### src/rtl/fdc_pkg.sv
// Shared types and defaults for the FDC/DFC blocks.
package fdc_pkg;

  localparam int FDC_CODE_W = 5;

  typedef enum logic [1:0] {
    IDLE     = 2'd0,
    RUN      = 2'd1,
    STOPPING = 2'd2
  } state_e;

endpackage

### src/rtl/dfc_phase_acc.sv
// Phase accumulator: acc += inc while stepping, carry marks the wrap edge.
module dfc_phase_acc #(
  parameter int ACC_W = 8
) (
  input  logic             clk,
  input  logic             reset,
  input  logic             clr,
  input  logic             step,
  input  logic [ACC_W-1:0] inc,
  output logic [ACC_W-1:0] acc,
  output logic             carry
);

  logic [ACC_W-1:0] acc_q, acc_d;
  logic [ACC_W:0]   sum;

  assign sum   = {1'b0, acc_q} + {1'b0, inc};
  assign carry = step & sum[ACC_W];
  assign acc   = acc_q;

  // clr wins over step so a stop on the wrap edge lands exactly on zero phase
  always_comb begin
    acc_d = acc_q;
    if (clr)       acc_d = '0;
    else if (step) acc_d = sum[ACC_W-1:0];
  end

  always_ff @(posedge clk) begin
    if (reset) acc_q <= '0;
    else       acc_q <= acc_d;
  end

endmodule

### src/rtl/dfc_nco.sv
// Digitally controlled square-wave source: fout = code * f_clk / 2^ACC_W,
// with code changes deferred to a period boundary.
module dfc_nco
  import fdc_pkg::*;
#(
  parameter int CODE_W = FDC_CODE_W,
  parameter int ACC_W  = 8,
  parameter int CNT_W  = 8
) (
  input  logic              clk,
  input  logic              reset,
  input  logic              en,
  input  logic [CODE_W-1:0] code,
  input  logic              code_valid,
  output logic              code_ready,
  output logic              fout,
  output logic              fpulse,
  output logic [CNT_W-1:0]  period_cnt,
  output logic              running
);

  if (CODE_W >= ACC_W) begin : g_bad_widths
    $error("dfc_nco: CODE_W must be smaller than ACC_W");
  end

  state_e              state_q, state_d;
  logic [CODE_W-1:0]   active_q, active_d;
  logic [CODE_W-1:0]   pend_q, pend_d;
  logic                pend_v_q, pend_v_d;
  logic                fpulse_q, fpulse_d;
  logic [CNT_W-1:0]    cnt_q, cnt_d;
  logic [ACC_W-1:0]    acc;
  logic                carry, clr, step, accept;

  dfc_phase_acc #(.ACC_W(ACC_W)) u_acc (
    .clk   (clk),
    .reset (reset),
    .clr   (clr),
    .step  (step),
    .inc   ({{(ACC_W-CODE_W){1'b0}}, active_q}),
    .acc   (acc),
    .carry (carry)
  );

  // FSM: state register
  always_ff @(posedge clk) begin
    if (reset) state_q <= IDLE;
    else       state_q <= state_d;
  end

  // FSM: next state
  always_comb begin
    state_d = state_q;
    case (state_q)
      IDLE:     if (en && active_q != '0) state_d = RUN;
      RUN: begin
        if (carry && pend_v_q && pend_q == '0) state_d = IDLE;
        else if (!en)                          state_d = STOPPING;
      end
      STOPPING: begin
        if (carry)   state_d = IDLE;
        else if (en) state_d = RUN;
      end
      default:  state_d = IDLE;
    endcase
  end

  // FSM: outputs; the accumulator is held at zero whenever we are or land in IDLE
  always_comb begin
    step    = (state_q != IDLE);
    running = (state_q != IDLE);
    clr     = (state_d == IDLE);
  end

  assign code_ready = !pend_v_q;
  assign accept     = code_valid && code_ready;

  // A code accepted on a carry edge only lands in pend; it is applied at the next carry
  always_comb begin
    active_d = active_q;
    pend_d   = pend_q;
    pend_v_d = pend_v_q;
    if (state_q == IDLE) begin
      if (accept) active_d = code;
    end else begin
      if (carry && pend_v_q) begin
        active_d = pend_q;
        pend_v_d = 1'b0;
      end
      if (accept) begin
        pend_d   = code;
        pend_v_d = 1'b1;
      end
    end
    fpulse_d = carry;
    cnt_d    = cnt_q + CNT_W'(carry);
  end

  always_ff @(posedge clk) begin
    if (reset) begin
      active_q <= '0;
      pend_q   <= '0;
      pend_v_q <= 1'b0;
      fpulse_q <= 1'b0;
      cnt_q    <= '0;
    end else begin
      active_q <= active_d;
      pend_q   <= pend_d;
      pend_v_q <= pend_v_d;
      fpulse_q <= fpulse_d;
      cnt_q    <= cnt_d;
    end
  end

  assign fout       = acc[ACC_W-1];
  assign fpulse     = fpulse_q;
  assign period_cnt = cnt_q;

endmodule

### config.mk
export PLATFORM = sky130hd
export DESIGN_NAME = dfc_nco
export DESIGN_NICKNAME = d
export VERILOG_FILES = /design/src/rtl/fdc_pkg.sv /design/src/rtl/dfc_phase_acc.sv /design/src/rtl/dfc_nco.sv
export SDC_FILE = /design/constraint.sdc
export NUM_CORES = 1
export LEC_CHECK = 0
export CORE_ASPECT_RATIO = 1.25
export CORE_MARGIN = 2
export CORE_UTILIZATION = 52
export CTS_CLUSTER_SIZE = 40
export DETAILED_ROUTE_END_ITERATION = 10
export GPL_ROUTABILITY_DRIVEN = 1
export PLACE_DENSITY = 0.77
export SETUP_SLACK_MARGIN = 0.5
export SLEW_MARGIN = 15
export SYNTH_ARGS = -nofsm -noshare
export SYNTH_HDL_FRONTEND = slang
export SYNTH_SLANG_ARGS = --single-unit
### constraint.sdc
create_clock -name clk -period 2.6 [get_ports clk]
set_input_delay 0.52 -clock clk [delete_from_list [all_inputs] [get_ports clk]]
set_output_delay 0.52 -clock clk [all_outputs]
set_load 0.03 [all_outputs]
Word level (Yosys, flattened, before mapping). Index checks and enable logic that the tools add are counted.

Bitwise operators: 2. Muxes and demuxes: 11. Reduce and logical (&&, ||, !) cells: 16. Eq/ne operators: 3. Add/sub/neg operators: 2.

Operators by type and width (number): two-way mux 5 bit (3); two-way mux 2 bit (5); adder 8 x 5 -> 9 bit (1); adder 8 x 1 -> 8 bit (1); one-hot mux 2 bit (3 select lines) (1); AND reduction 2 bit (3); nonzero test 2 bit (3); logical NOT 5 bit (1); nonzero test 5 bit (1); logical AND 1 bit (4); logical NOT 2 bit (2); == test 2 x 1 -> 1 bit (second input constant) (1); == test 2 bit (second input constant) (1); two-way mux 1 bit (2); inequality test 2 bit (second input constant) (1); OR reduction 2 bit (1); bitwise AND 1 bit (1); logical NOT 1 bit (1); NOT 1 bit (1).

Output and inout port bits: 12. Bits of input ports: 9. Bits in registers: 30. Word-level logic and storage cells: 41.

Depth between registers and ports, before layout. Gate-level depths: netlist (run 1).

Depth after elaboration: 8. Gate-level depth with buffers: 11. Depth with buffers taken out: 11.

Cells and area by module. A second synthesis (run 1) with hierarchy kept.

Cell total of the unflattened synthesis: 183. Area total of the unflattened synthesis: 1652.8 µm².

By module, submodules not included: dfc_nco (area each 1059.8 µm², cells each 113, times used 1, seq. area each 440.4 µm²); dfc_phase_acc (area each 593.1 µm², cells each 70, times used 1, seq. area each 160.2 µm²).

Worst setup path before layout (run 1). OpenSTA, ideal clock, no wires.

Path kind: register -> register. Start: reg active_q[0]. End: reg cnt_q[4], in the netlist period_cnt[4]. Stages on the path, launching flop included: 12. Data arrival time: 2.229 ns. Period minus slack after synthesis: 2.357 ns. Data required time: 2.472 ns. Buffers on the path: 0. Slack: 0.243 ns. Setup time: 0.128 ns. Cell sequence: dfxtp_1 -> ha_1 -> fa_1 -> a211oi_1 -> o21bai_1 -> nand3_1 -> inv_1 -> ha_1 -> ha_1 -> nand3_1 -> xor2_1 -> nor2_1.

Longest elaborated chain between the ends: 3.

Ends and longest elaborated chain: start: declaration (RTL line dfc_nco.sv:27) `logic [CODE_W-1:0] active_q, active_d;`; start signal: assignment (RTL line dfc_nco.sv:107) `active_q <= active_d;`; adder 8 x 5 -> 9 bit (RTL line dfc_phase_acc.sv:17) `assign sum = {1'b0, acc_q} + {1'b0, inc};`; bitwise AND 1 bit (RTL line dfc_phase_acc.sv:18) `assign carry = step & sum[ACC_W];`; net carry (RTL line dfc_nco.sv:33) `logic carry, clr, step, accept;`; adder 8 x 1 -> 8 bit (RTL line dfc_nco.sv:96) `cnt_d = cnt_q + CNT_W'(carry);`; end signal: assignment (RTL line dfc_nco.sv:111) `cnt_q <= cnt_d;`; end: declaration (RTL line dfc_nco.sv:31) `logic [CNT_W-1:0] cnt_q, cnt_d;`.

The timed path passes the listed nets, and every way through them passes these cells. A chain may end at the register's enable or synchronous reset.

Worst setup path in the final report (run 1).
Start: reg u_acc.acc_q[0], in the netlist u_acc.acc[0]. End: reg cnt_q[7], in the netlist period_cnt[7].

Longest elaborated chain between the ends: 3.

Ends and longest elaborated chain: start: declaration (RTL line dfc_phase_acc.sv:14) `logic [ACC_W-1:0] acc_q, acc_d;`; start signal: assignment (RTL line dfc_phase_acc.sv:29) `if (reset) acc_q <= '0;`; start signal: assignment (RTL line dfc_phase_acc.sv:30) `else acc_q <= acc_d;`; adder 8 x 5 -> 9 bit (RTL line dfc_phase_acc.sv:17); bitwise AND 1 bit (RTL line dfc_phase_acc.sv:18); net carry (RTL line dfc_nco.sv:33); adder 8 x 1 -> 8 bit (RTL line dfc_nco.sv:96).

The timed path passes the listed nets, and every way through them passes these cells.

==> summary.md, run 1 <==
| Metric | Value |
|---|---|
| CP cell instances | ha_4 > fa_2 > a211oi_4 > o21bai_2 > nand3_2 > inv_2 > ha_4 > and3_4 > nand3_2 > xor2_1 > nor2_1 |
| Placer congestion estimate | 0.7373 |
| Synth warn | 0 |
| Leakage power | roughly 0.72 nW |
| Nets | between 200 and 250 |
| Via density | 5.504 |
| Via count of the first global-routing pass | ~1300 |
| Critical Path Source | u_acc.acc[0]$_SDFFE_PP0N_ |
| Post-Route WL | about 3300 um |
| Post-synthesis sequential area ratio | 0.4244 |
| Pin count of the biggest net entering global routing | 21 |
| Slew @ Worst Pin | 0.3910 ns |
| Syn-to-layout area delta | 35.72% |
| Clk_lat worst skew | 0.34 ns |
| Sw Ratio | 0.3475 |
| RR Endpoint | period_cnt[7]$_SDFF_PP0_ |
| Die area | 3157 um^2 |
| Clock tree sinks | 30 |
| CTS tree | done |
| Die width | between 50 and 60 um |
| Root buf cell | clkbuf_4 |
| Final period utilization | 0.8188 |
| Status | finished, final reports clean |
| R2r startpoint | u_acc.acc[0]$_SDFFE_PP0N_ |
| Router iterations before antenna repair | 4 |
| Worst slack, placed | roughly 0.35 ns |
| Total grt overflow | 0 |
| Slowest stage delay, CP | 0.39 ns |
| ANT nets after route | 0 |
| Setup ws final | 0.4712 ns |
| Commonest non-fill, non-tap cell in the layout | nand2_1 |
| Switching pwr | 373.1 uW |
| Relative slew slack | 0.7384 |
| Avg Cell Area, Syn | 8.423 um^2 |
| Pwr dens | 559.0 nW/um^2 |
| Post-route setup TNS | 0 ns |
| Post-DR wirelength/cell | around 14 um |
| Clock buffer depth | 2 |
| Cells after Synth | 168 |
| Gate power share | 0.261 |
| Worst setup EP type | flip-flop |
| Via count | 1288 |
| Port Buffers | 20 |
| Fillers | 208 |
| Main synth FF type | dfxtp_1 |
| Syn Nets | between 150 and 200 |
| Clock-pin slew on the worst setup and hold paths | 0.10 ns |
| Final instance area | 1921 um^2 |
| Initial antenna violation count | 0 |
| DRC viols | 0 |
| Critical Path RT | 2.84 ns |
| Worst Hold Launch | u_acc.acc[4]$_SDFFE_PP0N_ |
| Final worst path period need | roughly 2.1 ns |
| Register share of total power | 0.478 |
| Slew Viols, Final | 0 |
| Starting density of the core | 0.5386 |
| FMAX | 0.4698 GHz |
| Pint | 700.5 uW |
| First-pass GRT wire length | 5589 um |
| Skew final | 0.007826 ns |
| Placed Area | 1704 um^2 |
| Crit-path max FO | 3 |
| Number of top-level pins | 21 |
| Worst Setup EP | period_cnt[7]$_SDFF_PP0_ |
| CP Class | reg2reg |
| RSZ-0062 raised after global routing | yes |
| Mapped cell area | about 1400 um^2 |
| Layout cells sized above 1 | 0.2200 |
| Startpoint Class | flip-flop |
| Detailed Route Iter0 Violations | 31 |
| Most frequent cells in the layout | nand2_1 (29), dfxtp_1 (28), clkdlybuf4s50_1 (19), a21oi_1 (16), nor2_1 (13) |
| Diode count | 0 |
| Die Y-Extent | 62.33 um |
| CTS Buf Count | 5 |
| EDFF count, synth | 0 |
| MaxCap Viol Count | 0 |
| GRT Overall Usage | 0.2323 |
| Synth async-reset ratio | 0 |
| Arrival time worst endpoint | 2.37 ns |
| Core area | ~2600 um^2 |
| CP max-delay cell | fa_2 |
| Flop-to-flop setup slack | 0.47 ns |
| Cell row count | 21 |
| Hold Crit Class | reg2reg |
| Seq cells post-synth | 30 |
| Worst Reg2Reg Path Length in Cells | 11 |
| Max VDD drop | 0.4421 mV |
| CTS Hold Bufs | 0 |
| Final setup violation count | 0 |
| Clock Power Share | 0.262 |
| H-tree depth | 2 |
| Core Util, Final | 0.7310 |
| Final Hold Viols | 0 |
| Hpwl dp | 2229 um |
| Synth unique cells | 30 |
## logic make-up after synthesis
family,share of synthesized area
AOI/OAI and AO/OA,0.2166
xor gates and xnor gates,0.06189
DFF,0.4244
and+or+nand+nor,0.1972
buffers and inverters,0.02387
adders and majority gates,0.07604
## power groups by stage
stage | combinational, mW | sequential (mW) | clock [mW]
6_report | 0.280 | 0.513 | 0.281
5_1_grt | 0.308 | 0.517 | 0.303
4_1_cts | 0.252 | 0.511 | 0.288
3_5_place_dp | 0.248 | 0.520 | 0
3_3_place_gp | 0.242 | 0.518 | 0
2_1_floorplan | 0.174 | 0.513 | 0
## critical path: cells and delay by family, from the launching register on
| family | cells | cell delay (ns) |
|---|---|---|
| buffers and inverters | 1 | 0.05 |
| AOI/OAI and AO/OA | 2 | 0.35 |
| adders and majority gates | 3 | 0.71 |
| and+or+nand+nor | 4 | 0.43 |
| DFF | 1 | 0.35 |
| xor gates and xnor gates | 1 | 0.15 |
## layout make-up
cell class / count / area (um^2) / share of cell area
timing repair buffer: 28 / 259.0 / 0.1349
inverter: 5 / 18.77 / 0.009772
clock buffer: 5 / 37.54 / 0.01954
multi-input combinational: 129 / 938.4 / 0.4886
clock inverter: 3 / 21.27 / 0.01107
tap: 34 / 42.54 / 0.02215
sequential: 30 / 603.1 / 0.3140
## cell usage after synthesis (2+ instances only)
cell | count | area share
nand3_1 | 6 | 0.021
ha_1 | 7 | 0.062
nor2_1 | 13 | 0.034
a21o_1 | 7 | 0.037
o211ai_1 | 2 | 0.011
nor2b_1 | 3 | 0.013
o21ai_0 | 9 | 0.032
xor2_1 | 5 | 0.031
dfxtp_1 | 30 | 0.42
nand2_1 | 29 | 0.077
or3_1 | 3 | 0.013
a21oi_1 | 22 | 0.078
and3_1 | 2 | 0.0088
xnor2_1 | 5 | 0.031
inv_1 | 5 | 0.013
a211oi_1 | 2 | 0.011
clkbuf_1 | 4 | 0.011
or4_1 | 2 | 0.011
## sequential cells by signal (all words and copies together), names as in the netlist
signal and cells:
pend_q 5, u_acc.acc 8, fpulse 1, active_q 5
state_q 2, pend_v_q 1, period_cnt 8
## worst min path at each step
stage	cells after the start	slack, ns	end
2_1_floorplan	2	0.44	u_acc.acc[3]$_SDFFE_PP0N_
3_3_place_gp	2	0.44	u_acc.acc[4]$_SDFFE_PP0N_
3_5_place_dp	2	0.45	u_acc.acc[0]$_SDFFE_PP0N_
4_1_cts	2	0.47	u_acc.acc[4]$_SDFFE_PP0N_
5_1_grt	2	0.50	u_acc.acc[4]$_SDFFE_PP0N_
6_report	2	0.48	u_acc.acc[4]$_SDFFE_PP0N_
## repair_timing
item	CTS	global route
gates resized for setup	9	14
endpoints found under the setup margin	10	21
setup buffers	5	0
hold endpoints to repair	0	0
cloned	0	0
pin swaps	6	6
## through the flow
step	instances	hold WS, ns	power [mW]
final	234	0.4755	1.074
after global routing	234	0.5036	1.128
after CTS	234	0.4743	1.051
after detailed placement	221	0.4550	0.7683
after global placement	221	0.4433	0.7601
after floorplan	168	0.4356	0.6870
## layer usage
metal  wire, um  part of all wire  GRT usage
met4         59             0.018     0.1351
met3         61             0.018    0.04327
met2       1834              0.55     0.4030
met5          0                 0          0
met1       1389              0.42     0.2573
No activity file was read; power rests on OpenSTA's default activity.
==> run 2: changes to the inputs <==
Settings changed: CORE_UTILIZATION 52 to 47, PLACE_DENSITY 0.77 to 0.74.
Clock period 2.6 ns to 1.8 ns, I/O delays scaled along.
==> run 2 against run 1 <==
The flow now finishes with violations (setup timing); register-to-register slack got worse by 0.81 ns; clock-buffer cell count increased by 2; worst setup slack got worse by 0.81 ns; cell count increased by 12%; via count increased by 12%; critical path depth unchanged; clock power increased by 52%; die area increased by 9.9%; non-clock buffer count increased by 27; sequential share of layout area decreased by 2.7 points; critical endpoint is now period_cnt[6]$_SDFF_PP0_; largest power group unchanged.
==> summary.md, run 2 (synthesized netlist as in run 1, its figures left out) <==
| Metric | Value |
|---|---|
| RR Endpoint | period_cnt[6]$_SDFF_PP0_ |
| CP Class | reg2reg |
| CP max-delay cell | fa_2 |
| Placed Instances | 242 |
| Port Buffers | 20 |
| Max VDD drop | 0.7582 mV |
| Slew @ Worst Pin | between 0.3 and 0.4 ns |
| GRT Overall Usage | 0.2554 |
| Router iterations before antenna repair | 4 |
| CP delay by family, top | adder cells |
| Via density | about 5.5 |
| Final worst path period need | approximately 2.1 ns |
| Non-Filler Instances | 263 |
| Clock buffer depth | 2 |
| MaxCap Viol Count | 0 |
| Crit-path max FO | 3 |
| Pin count of the biggest net entering global routing | 21 |
| Routed length on met1 | 1555 um |
| Leakage power | 0.8916 nW |
| Setup ws final | -0.3368 ns |
| Hold worst-path end | u_acc.acc[4]$_SDFFE_PP0N_ |
| Startpoint Class | flip-flop |
| DRC viols | 0 |
| Hpwl dp | about 2700 um |
| Number of top-level pins | 21 |
| Hold Path Cell Cnt | 2 |
| Post-route setup TNS | -4.765 ns |
| R2r startpoint | u_acc.acc[0]$_SDFFE_PP0N_ |
| Detailed Route Iter0 Violations | between 60 and 70 |
| Clock tree sinks | 30 |
| CTS tree | done |
| Arrival time worst endpoint | 2.38 ns |
| Worst Hold Launch | u_acc.acc[4]$_SDFFE_PP0N_ |
| Failing checks | setup timing |
| Pwr dens | 791.8 nW/um^2 |
| Die Y-Extent | about 65 um |
| Final Hold Viols | 0 |
| Post-Route WL | 4176 um |
| Relative slew slack | 0.7666 |
| Skew final | 0.01340 ns |
| Flop-to-flop setup slack | -0.34 ns |
| Final hold slack | about 0.48 ns |
| Worst Reg2Reg Path Length in Cells | 11 |
| Via count of the first global-routing pass | 1413 |
| Root buf cell | clkbuf_4 |
| Clock-pin slew on the worst setup and hold paths | 0.10 ns |
| Core area | a little under 3000 um^2 |
| Syn-to-layout area delta | 52.61% |
| RSZ-0062 raised after global routing | yes |
| Fillers | 217 |
| Nets | 243 |
| First-pass GRT wire length | 6279 um |
| Placer congestion estimate | 0.8600 |
| CTS Hold Bufs | 0 |
| Status | finished with violations |
| Metal2 WL | 2271 um |
| Worst setup EP type | flip-flop |
| Diode count | 0 |
| Die width | 53.08 um |
| H-tree depth | 2 |
| Most frequent cells in the layout | buf_4 (36), nand2_1 (28), dfxtp_1 (19), a21oi_1 (13), nor2_1 (12) |
| CP Buf/Inv Count | 1 |
| Commonest non-fill, non-tap cell in the layout | buf_4 |
| Final period utilization | 1.187 |
| Initial antenna violation count | 0 |
| Pwr Total | between 1.5 and 2 mW |
| Register area | 619.3 um^2 |
| Cell row count | 22 |
| Slowest stage delay, CP | 0.36 ns |
| Slew Viols, Final | 0 |
| Final setup violation count | 25 |
| Top routing layer in use | met4 |
| Clk_lat worst skew | 0.35 ns |
| Most common cell on crit path | ha_4 |
| Critical Path RT | 2.04 ns |
| Hold Crit Class | reg2reg |
| Starting density of the core | 0.4850 |
| Total grt overflow | 0 |
| Die area | 3469 um^2 |
| CP cell instances | ha_4 > fa_2 > a211oi_4 > o21bai_2 > nand3_2 > inv_2 > ha_4 > ha_4 > nand3_2 > xor2_1 > nor2_1 |
| Multi-input logic area | approximately 960 um^2 |
| Metal3 WL | ~180 um |
| Post-DR wirelength/cell | 15.88 um |
| ANT nets after route | 0 |
| FMAX | 0.4680 GHz |
| Via count | 1444 |
| Layout cells sized above 1 | 0.4493 |
| CTS Buf Count | 5 |
run 2: cell types whose count changed in the layout (fill, tap and decap cells not counted), sizes merged:
cell / delta
clkinv: -1
clkbuf: +3
clkinvlp: -1
buf: +38
clkdlybuf4s50: -11
dlygate4sd2: -1
run 2: worst reg2reg max path, cell delays in order, from the launching register on:
cell      delay [ns]
dfxtp_2         0.34
ha_4            0.16
fa_2            0.36
a211oi_4        0.24
o21bai_2        0.11
nand3_2         0.12
inv_2           0.06
ha_4            0.16
ha_4            0.17
nand3_2         0.07
xor2_1          0.17
nor2_1          0.06
run 2: layer usage:
metal / track usage / vias up
li1: - / 699
met1: 0.2616 / 696
met2: 0.4594 / 36
met3: 0.06364 / 13
met4: 0.1378 / 0
met5: 0 / -
run 2: repair_timing:
item | CTS | global route
pin swaps | 18 | 19
gates resized for setup | 81 | 27
gates cloned | 1 | 0
setup endpoints to repair | 38 | 34
buffers inserted | 6 | 6
run 2: power by group:
group / switching (mW) / leakage (nW) / internal, mW
clock: 0.237 / 0.0353 / 0.189
sequential: 0.0396 / 0.249 / 0.702
combinational: 0.297 / 0.608 / 0.246
run 2: stage by stage:
step	instance area [um^2]	setup WS (ns)	util
final	2160	-0.3368	0.7401
after global routing	2160	-0.4138	0.7401
after CTS	2019	-0.3226	0.6921
after detailed placement	1894	-0.3182	0.6492
after global placement	1894	-0.2650	0.6492
after floorplan	1503	-0.2677	-
run 2: worst max-delay path by stage:
stage,start,end,slack [ns],depth (start not counted)
after global routing,active_q[0]$_SDFFE_PP0P_,period_cnt[7]$_SDFF_PP0_,-0.41,11
after floorplan,u_acc.acc[0]$_SDFFE_PP0N_,period_cnt[5]$_SDFF_PP0_,-0.27,11
after CTS,u_acc.acc[0]$_SDFFE_PP0N_,period_cnt[6]$_SDFF_PP0_,-0.32,11
after detailed placement,u_acc.acc[0]$_SDFFE_PP0N_,period_cnt[7]$_SDFF_PP0_,-0.32,11
after global placement,u_acc.acc[0]$_SDFFE_PP0N_,period_cnt[5]$_SDFF_PP0_,-0.27,11
final,u_acc.acc[0]$_SDFFE_PP0N_,period_cnt[6]$_SDFF_PP0_,-0.34,11
run 2: final cells by class:
| cell class | count | area share |
|---|---|---|
| Clock buffer | 7 | 0.02549 |
| Clock inverter | 1 | 0.002317 |
| Inverter | 5 | 0.008691 |
| Multi-Input combinational cell | 129 | 0.4467 |
| Sequential cell | 30 | 0.2868 |
| Tap cell | 36 | 0.02086 |
| Timing Repair Buffer | 55 | 0.2092 |
==> run 3: changes to the inputs <==
Settings changed: CORE_UTILIZATION 47 to 50, CTS_BUF_LIST set to sky130_fd_sc_hd__clkbuf_8, PLACE_DENSITY 0.74 to 0.77.
==> run 3 against run 2 <==
The flow still finishes with violations (setup timing); global-route usage is 3.1 points higher; power grew 8.9%; non-clock buffer count is 5 higher; fmax shrank 3.4%; die area down 5.6%; flip-flop and latch count did not move; first-iteration DRC count down 18%; utilization rose by 7.5 points; clock skew fell by 0.0043 ns; highest routed layer unchanged; clock power rose by 34%.
==> summary.md, run 3 (synthesized netlist as in run 1, its figures left out) <==
| Metric | Value |
|---|---|
| Status | finished with violations |
| Failing checks | setup timing |
| Hold Path Cell Cnt | 2 |
| Most frequent cells in the layout | buf_4 (36), nand2_1 (29), dfxtp_1 (24), a21oi_1 (17), nor2_1 (12) |
| Clock buffer depth | 2 |
| Post-Route WL | roughly 4600 um |
| Core area | between 2000 and 3000 um^2 |
| Hold worst-path end | u_acc.acc[4]$_SDFFE_PP0N_ |
| Arrival time worst endpoint | around 2.4 ns |
| Startpoint Class | flip-flop |
| CP Class | reg2reg |
| Placed Area | around 1900 um^2 |
| RR Endpoint | period_cnt[4]$_SDFF_PP0_ |
| Crit-path max FO | 3 |
| Post-DR wirelength/cell | between 15 and 20 um |
| Syn-to-layout area delta | 54.29% |
| Clock tree sinks | 30 |
| Cell row count | 21 |
| Via density | 5.707 |
| ANT nets after route | 0 |
| Hpwl dp | ~2800 um |
| Register share of total power | 0.400 |
| Clk_lat worst skew | 0.29 ns |
| Port Buffers | 20 |
| CTS Buf Count | 5 |
| Fillers | 170 |
| Starting density of the core | 0.5280 |
| CTS tree | done |
| Number of top-level pins | 21 |
| Via count | approximately 1500 |
| Clock-pin slew on the worst setup and hold paths | 0.07 ns |
| Pint | 1.267 mW |
| Worst Reg2Reg Path Length in Cells | 11 |
| Detailed Route Iter0 Violations | 55 |
| Final worst path period need | 2.211 ns |
| RSZ-0062 raised after global routing | yes |
| Slew Viols, Final | 0 |
| Final period utilization | 1.228 |
| Sw Ratio | 0.3194 |
| Die area | 3275 um^2 |
| Placed Instances | 241 |
| Root buf cell | clkbuf_8 |
| First-pass GRT wire length | between 6000 and 7000 um |
| Relative slew slack | 0.7569 |
| Diode count | 0 |
| Pin count of the biggest net entering global routing | 21 |
| Initial antenna violation count | 0 |
| Core Util, Final | 0.8147 |
| Pwr dens | 852.8 nW/um^2 |
| Worst Hold Launch | u_acc.acc[4]$_SDFFE_PP0N_ |
| Hold Crit Class | reg2reg |
| Non-Filler Instances | 266 |
| Final instance area | 2183 um^2 |
| FMAX | between 0.4 and 0.5 GHz |
| Slew @ Worst Pin | roughly 0.36 ns |
| Router iterations before antenna repair | 4 |
| Max VDD drop | slightly below 0.7 mV |
| Worst setup EP type | flip-flop |
| DRC viols | 0 |
| Via count of the first global-routing pass | 1518 |
| Layout cells sized above 1 | 0.4009 |
| Leakage power | between 0.9 and 1 nW |
| MaxCap Viol Count | 0 |
| GRT Overall Usage | 0.2862 |
| Switching pwr | about 600 uW |
| Total grt overflow | 0 |
| Register area | 610.6 um^2 |
| Final Hold Viols | 0 |
| Die Y-Extent | 63.48 um |
| Setup ws final | -0.4110 ns |
| Commonest non-fill, non-tap cell in the layout | buf_4 |
| Critical Path Source | u_acc.acc[0]$_SDFFE_PP0N_ |
| Final setup violation count | 25 |
| Clock Power Share | 0.305 |
| Skew final | about 0.0091 ns |
| Critical Path RT | 1.98 ns |
| Final hold slack | around 0.47 ns |
| Flop-to-flop setup slack | -0.41 ns |
| Nets | 248 |
| Placer congestion estimate | a little over 0.8 |
| Gate power share | 0.294 |
| Multi-input logic area | 935.9 um^2 |
| CTS Hold Bufs | 0 |
| Die width | 51.59 um |
| H-tree depth | 2 |
| R2r startpoint | u_acc.acc[0]$_SDFFE_PP0N_ |
[run 3: cell types whose count changed in the layout (fill, tap and decap cells not counted), moves of 5 or more]
cell | before | now
dfxtp_1 | 19 | 24
buf_2 | 3 | 8
clkbuf_4 | 6 | 0
clkbuf_8 | 1 | 6
[run 3: final cells by class]
type	instances	share of cell area
clock buffers	6	0.03782
clock inverters	2	0.005731
repair buffers	60	0.2201
well taps	34	0.01948
inverters	5	0.008596
multi-input cells	129	0.4287
flip-flops and latches	30	0.2797
[run 3: layer usage]
layer,track usage,up-vias,part of all wire
met3,0.08057,21,0.046
li1,-,707,-
met5,0,-,0
met2,0.5176,64,0.53
met4,0.1743,0,0.049
met1,0.2740,726,0.38
[run 3: worst max-delay path by stage]
stage	end	slack, ns	cells past startpoint
after floorplan	period_cnt[5]$_SDFF_PP0_	-0.27	11
after CTS	period_cnt[4]$_SDFF_PP0_	-0.34	11
final	period_cnt[4]$_SDFF_PP0_	-0.41	11
after detailed placement	period_cnt[4]$_SDFF_PP0_	-0.34	11
after global routing	period_cnt[4]$_SDFF_PP0_	-0.51	11
after global placement	period_cnt[5]$_SDFF_PP0_	-0.28	11
[run 3: power groups by stage]
stage               logic, mW  registers, mW  clock network [mW]
floorplan               0.255          0.746                   0
finish                  0.548          0.746               0.569
detailed placement      0.428          0.757                   0
CTS                     0.518          0.742               0.572
global placement        0.415          0.753                   0
global route            0.588          0.750               0.606
[run 3: what timing repair did]
| item | 4_1_cts | 5_1_grt |
|---|---|---|
| gates resized for setup | 68 | 17 |
| cloned | 1 | 0 |
| buffers inserted | 11 | 5 |
| endpoints found under the setup margin | 42 | 32 |
| pin swaps | 21 | 7 |
[run 3: per-stage QoR]
step,setup slack (ns),TNS [ns],total power [mW]
after detailed placement,-0.3390,-4.082,1.185
final,-0.4110,-8.389,1.862
after floorplan,-0.2677,-2.186,1.001
after global placement,-0.2812,-3.046,1.168
after CTS,-0.3428,-5.215,1.833
after global routing,-0.5058,-10.01,1.943
[run 3: critical path: stages (launching register included)]
cell      delay, ns
dfxtp_2        0.34
ha_4           0.16
fa_2           0.37
a211oi_4       0.30
o21bai_4       0.13
nand3_2        0.11
inv_2          0.05
ha_4           0.16
ha_4           0.17
nand3_2        0.08
xor2_1         0.17
nor2_1         0.05
